$ cat config.mk
export PLATFORM = sky130hd
export DESIGN_NAME = mpsoc_mem_arbiter
export DESIGN_NICKNAME = d
export VERILOG_FILES = /design/src/rtl/mpsoc_mem_arbiter.sv
export SDC_FILE = /design/constraint.sdc
export NUM_CORES = 1
export LEC_CHECK = 0
export CORE_AREA = 2 2 100 102
export DETAILED_ROUTE_END_ITERATION = 7
export DIE_AREA = 0 0 102 104
export HOLD_SLACK_MARGIN = 0.06
export MAX_ROUTING_LAYER = met4
export PLACE_DENSITY = 0.66
export SLEW_MARGIN = 10
export SYNTH_ARGS = -nofsm -noshare
export SYNTH_HDL_FRONTEND = slang
export SYNTH_SLANG_ARGS = --single-unit
export TNS_END_PERCENT = 1
$ cat constraint.sdc
create_clock -name clk -period 3.2 [get_ports clk]
set_input_delay 0.96 -clock clk [delete_from_list [all_inputs] [get_ports clk]]
set_output_delay 0.96 -clock clk [all_outputs]
set_load 0.005 [all_outputs]
$ cat src/rtl/mpsoc_mem_arbiter.sv
// Two-master round-robin arbiter sharing one single-port RAM between two Avalon-MM masters.
// Grants one command per cycle with a bounded hold window and routes read data back by issuer.
module mpsoc_mem_arbiter #(
    parameter int unsigned ADDR_W       = 14,
    parameter int unsigned DATA_W       = 32,
    parameter int unsigned READ_LATENCY = 1,
    parameter int unsigned HOLD         = 4
) (
    input  logic                  clk,
    input  logic                  reset,
    input  logic [ADDR_W-1:0]     m0_address,
    input  logic [DATA_W/8-1:0]   m0_byteenable,
    input  logic                  m0_read,
    input  logic                  m0_write,
    input  logic [DATA_W-1:0]     m0_writedata,
    output logic                  m0_waitrequest,
    output logic [DATA_W-1:0]     m0_readdata,
    output logic                  m0_readdatavalid,
    input  logic [ADDR_W-1:0]     m1_address,
    input  logic [DATA_W/8-1:0]   m1_byteenable,
    input  logic                  m1_read,
    input  logic                  m1_write,
    input  logic [DATA_W-1:0]     m1_writedata,
    output logic                  m1_waitrequest,
    output logic [DATA_W-1:0]     m1_readdata,
    output logic                  m1_readdatavalid,
    output logic [ADDR_W-1:0]     mem_address,
    output logic [DATA_W/8-1:0]   mem_byteenable,
    output logic                  mem_chipselect,
    output logic                  mem_write,
    output logic [DATA_W-1:0]     mem_writedata,
    output logic                  mem_clken,
    input  logic [DATA_W-1:0]     mem_readdata
);

    localparam logic [3:0] HOLD_CNT = 4'(HOLD);

    logic                    req0, req1, pick1, grant0, grant1, any_grant, gnt_wr;
    logic                    owner_q, owner_d;
    logic [3:0]              hold_cnt_q, hold_cnt_d;
    logic [READ_LATENCY-1:0] pipe_vld_q, pipe_vld_d;
    logic [READ_LATENCY-1:0] pipe_id_q, pipe_id_d;
    logic                    rsp_vld, rsp_id;

    always_comb begin
        req0 = m0_read | m0_write;
        req1 = m1_read | m1_write;
        // On contention the owner keeps the grant until its window is used up.
        if (req0 & req1) begin
            pick1 = (hold_cnt_q == HOLD_CNT) ? ~owner_q : owner_q;
        end else begin
            pick1 = req1;
        end
        grant1    = ~reset & req1 & pick1;
        grant0    = ~reset & req0 & ~pick1;
        any_grant = grant0 | grant1;
        gnt_wr    = any_grant & (grant1 ? m1_write : m0_write);

        m0_waitrequest = ~grant0;
        m1_waitrequest = ~grant1;

        mem_address    = grant1 ? m1_address    : m0_address;
        mem_byteenable = grant1 ? m1_byteenable : m0_byteenable;
        mem_writedata  = grant1 ? m1_writedata  : m0_writedata;
        mem_chipselect = any_grant;
        mem_write      = gnt_wr;
        mem_clken      = 1'b1;
    end

    always_comb begin
        owner_d    = owner_q;
        hold_cnt_d = '0;
        if (any_grant) begin
            owner_d = grant1;
            if (grant1 != owner_q) begin
                hold_cnt_d = 4'd1;
            end else if (grant1 ? req0 : req1) begin
                hold_cnt_d = (hold_cnt_q == HOLD_CNT) ? HOLD_CNT : hold_cnt_q + 4'd1;
            end
        end
    end

    always_comb begin
        pipe_vld_d    = '0;
        pipe_id_d     = '0;
        pipe_vld_d[0] = any_grant & ~gnt_wr;
        pipe_id_d[0]  = grant1;
        for (int unsigned i = 1; i < READ_LATENCY; i++) begin
            pipe_vld_d[i] = pipe_vld_q[i-1];
            pipe_id_d[i]  = pipe_id_q[i-1];
        end
    end

    always_comb begin
        // Gate with reset so a read in flight when reset arrives never responds.
        rsp_vld          = pipe_vld_q[READ_LATENCY-1] & ~reset;
        rsp_id           = pipe_id_q[READ_LATENCY-1];
        m0_readdatavalid = rsp_vld & ~rsp_id;
        m1_readdatavalid = rsp_vld & rsp_id;
        m0_readdata      = m0_readdatavalid ? mem_readdata : '0;
        m1_readdata      = m1_readdatavalid ? mem_readdata : '0;
    end

    always_ff @(posedge clk) begin
        if (reset) begin
            owner_q    <= 1'b0;
            hold_cnt_q <= '0;
            pipe_vld_q <= '0;
            pipe_id_q  <= '0;
        end else begin
            owner_q    <= owner_d;
            hold_cnt_q <= hold_cnt_d;
            pipe_vld_q <= pipe_vld_d;
            pipe_id_q  <= pipe_id_d;
        end
    end

endmodule
==> metrics.cfg, run 1 <==
[run_status]
outcome = finished, violations left
violations = setup timing

[clock_network]
htree_levels = 1
cts_sinks = 7
insertion_delay_ns = 0.23
cts_max_path_buffers = 2
cts-hold-fix-buffers = 0
cts_tree = built
clk_pin_slew_ns = 0.04
numCtsBuffers = 3
cts_root_buf = clkbuf_8

[synthesis]
syn_nets = 316
synth_cell_types = 28
synth_compound_area_frac = 0.0698
synth_common_cells = 64 x and2_1, 39 x mux2_2, 11 x mux2_1, 7 x clkbuf_1, 7 x dfxtp_1
synth-edff-count = 0
synthCells = 176
synth-seq-cells = 7
ys_seq_area_frac = 0.0954
netlist_top_cells_area = mux2_2 30%, and2_1 27%, dfxtp_1 9.5%
synth_area_um2 = 1470
synthAdderAreaFrac = 0.0170
synth_xor_area_frac = 0.0170
postSynth.asyncResetShare = 0
synthMuxAreaShare = 0.383
yosysMostFrequentCell = and2_1
avgSynthCellArea_um2 = 8.35
yosys.area_share.simple = 0.341
netlist.area_leader.share = 0.299
synth_warnings = 0
synth_top_family_by_area = multiplexers
yosysTopAreaCell = mux2_2
ys.flop_type = dfxtp_1

[pwr]
peakVddDrop_mv = 0.0792
p_leak_nw = 2.97
power.density_nw_per_um2 = 153

[setup_path]
reg2reg_to = pipe_vld_q$_SDFF_PP0_
rrSetupSlack_ns = 1.39
cp.required_ns = 2.24
path_cells = buf_8 > nor2_4 > or2_4 > a21oi_4 > buf_12 > buf_8 > buf_12 > buf_6 > mux2_4 > buf_6
crit_slowest_cell = mux2_4
slowest_delay_ns = 0.29
cp_data_arrival_time_ns = 2.38
cp_max_fo = 7
rr_startpoint = hold_cnt_q[1]$_SDFF_PP0_
cp-end-kind = output pin
path_class = in -> out
r2r_cells = 9
cp-start-kind = input pin

[grt]
grt_pass1_wl_um = 12600
grt-ovfl-total = 0
antenna_found_initial = 0
first_global_vias = 2408
grt_max_degree = 34
grt_usage = 0.158

[flow_run]
maxCapViolations = 0

[die]
die_area_um2 = 10600
rows = 36
initial_core_util = 0.154
die_w_um = 102
design.core.area_um2 = 9550
boundaryPins = 259
die-height_um = 104

[worst_hold_path]
whs_path_depth = 2
hold_start = owner_q$_SDFFE_PP0P_
worstHoldEndpoint = owner_q$_SDFFE_PP0P_
hold_class = reg -> reg

[sta]
finalHoldViolCount = 0
max_freq_ghz = 0.300
fin_crit_sh = 1.04
setup_viol = 36
holdWs_ns = 0.545
rsz0062_at_grt = yes
final_max_slew_viol_count = 0
setup_slack_ns = -0.137
finalCriticalPeriod_ns = 3.34
clock_skew_ns = 0.00356

[placement]
post-dp-hpwl_um = 7640
port-buffer-count = 257
dp_cells = 572
gp_congestion = 0.809

[detailed_routing]
dr.pass1.iters = 4
drc_errors = 0
drt-vias-per-instance = 4.01
wl_per_cell_um = 15.5
num_vias = 2380
drt-initial-drc-count = 52
ant_nets = 0
wl_um = 9190

[finish]
post-route-util = 0.491
fillers = 927
num-nets-final = 601
area_growth_pct = 219
final_cells = 593
drive_gt1_frac = 0.304
antenna_cells = 0

registers in the layout, summed over array words and instances, names as in the netlist:
name and count:
pipe_id_q 1, hold_cnt_q 4, pipe_vld_q 1, owner_q 1
metal layers:
layer  vias up  track usage  routed length [µm]
met3         2       0.0336                 931
met1      1052        0.135                2890
met4         0       0.0324                  30
met2       154        0.332                5340
met5         -            -                   0
li1       1172            -                   -
cell families (layout without fill, tap and decap cells):
family / count (synthesis) / after routing
XOR/XNOR: 2 / 2
multiplexers: 50 / 50
other: 1 / 1
adder cells (fa/ha/maj): 2 / 2
AO/OA/AOI/OAI: 15 / 15
buffers and inverters: 18 / 302
AND/OR/NAND/NOR: 81 / 81
flip-flops: 7 / 7
cells in the final DEF, fill, tap and decap left out, types with 2 or more instances in the layout:
cell type        synthesis  final
a21oi_1                  4      4
and2_1                  64     64
and3_1                   2      2
and3b_2                  0      2
buf_12                   0      5
buf_2                    0      7
buf_4                    1     19
buf_6                    5     19
buf_8                    0      4
clkbuf_2                 0     25
clkbuf_8                 0      3
clkdlybuf4s15_1          0     11
clkdlybuf4s50_1          0    135
dfxtp_1                  7      5
dfxtp_2                  0      2
dlygate4sd2_1            0     10
dlymetal6s2s_1           0     56
inv_1                    5      3
inv_2                    0      2
mux2_1                  11      7
mux2_2                  39     19
mux2_4                   0     24
nor2_1                   4      3
nor2b_1                  2      2
nor3_1                   2      2
o21ai_0                  6      6
or2_4                    0      2
power by group:
| part | internal, W | switching (W) | leakage [nW] |
|---|---|---|---|
| combinational | 0.000348 | 0.000147 | 2.89 |
| sequential | 0.0000931 | 0.00000410 | 0.0580 |
| clock | 0.0000864 | 0.0000410 | 0.0228 |
stage by stage:
step,TNS [ns],setup WS [ns],power (W),cell area [µm²]
final,-2.78,-0.137,0.000719,4690
after CTS,-22.03,-0.408,0.000699,4440
after global routing,-4.58,-0.181,0.000758,4690
after detailed placement,-69.42,-0.864,0.000569,4300
after floorplan,0,0.00831,0.000220,1470
after global placement,-67.20,-0.844,0.000565,4300
worst max-delay path, delay by kind of cell:
family	cells	cell delay, ns
buffers and inverters	6	0.67
AND/OR/NAND/NOR	2	0.30
multiplexers	1	0.29
AO/OA/AOI/OAI	1	0.16
worst max path at each step:
| stage | startpoint | end | slack, ns | depth (start not counted) |
|---|---|---|---|---|
| floorplan | reset | mem_writedata[14] | 0.008 | 5 |
| global placement | m1_read | mem_writedata[0] | -0.84 | 7 |
| detailed placement | m1_read | mem_writedata[0] | -0.86 | 7 |
| CTS | m1_read | mem_writedata[13] | -0.41 | 9 |
| global route | hold_cnt_q[1]$_SDFF_PP0_ | mem_writedata[1] | -0.18 | 12 |
| finish | m1_write | mem_writedata[1] | -0.14 | 10 |
layout make-up:
type | count | area [µm²] | area share
Clock buffer | 4 | 45.0 | 0.00960
Tap cell | 133 | 166 | 0.0355
Inverter | 5 | 18.8 | 0.00400
Timing Repair Buffer | 293 | 2980 | 0.635
Sequential cell | 7 | 143 | 0.0304
Multi-Input combinational cell | 151 | 1340 | 0.285
what timing repair did:
action                     CTS  global route
hold endpoints to repair     0             0
cloned                       1             1
setup endpoints to repair  120           108
pin swaps                    3             6
setup buffers                7            10
resized for setup          165           150
Note: power is estimated with default switching activity, not from simulation.
==> inputs of run 2 (changes only) <==
- CTS_CLUSTER_SIZE: not set -> 16
==> results of run 2 <==
No change in the layout: final DEF, timing and power equal those of run 1.
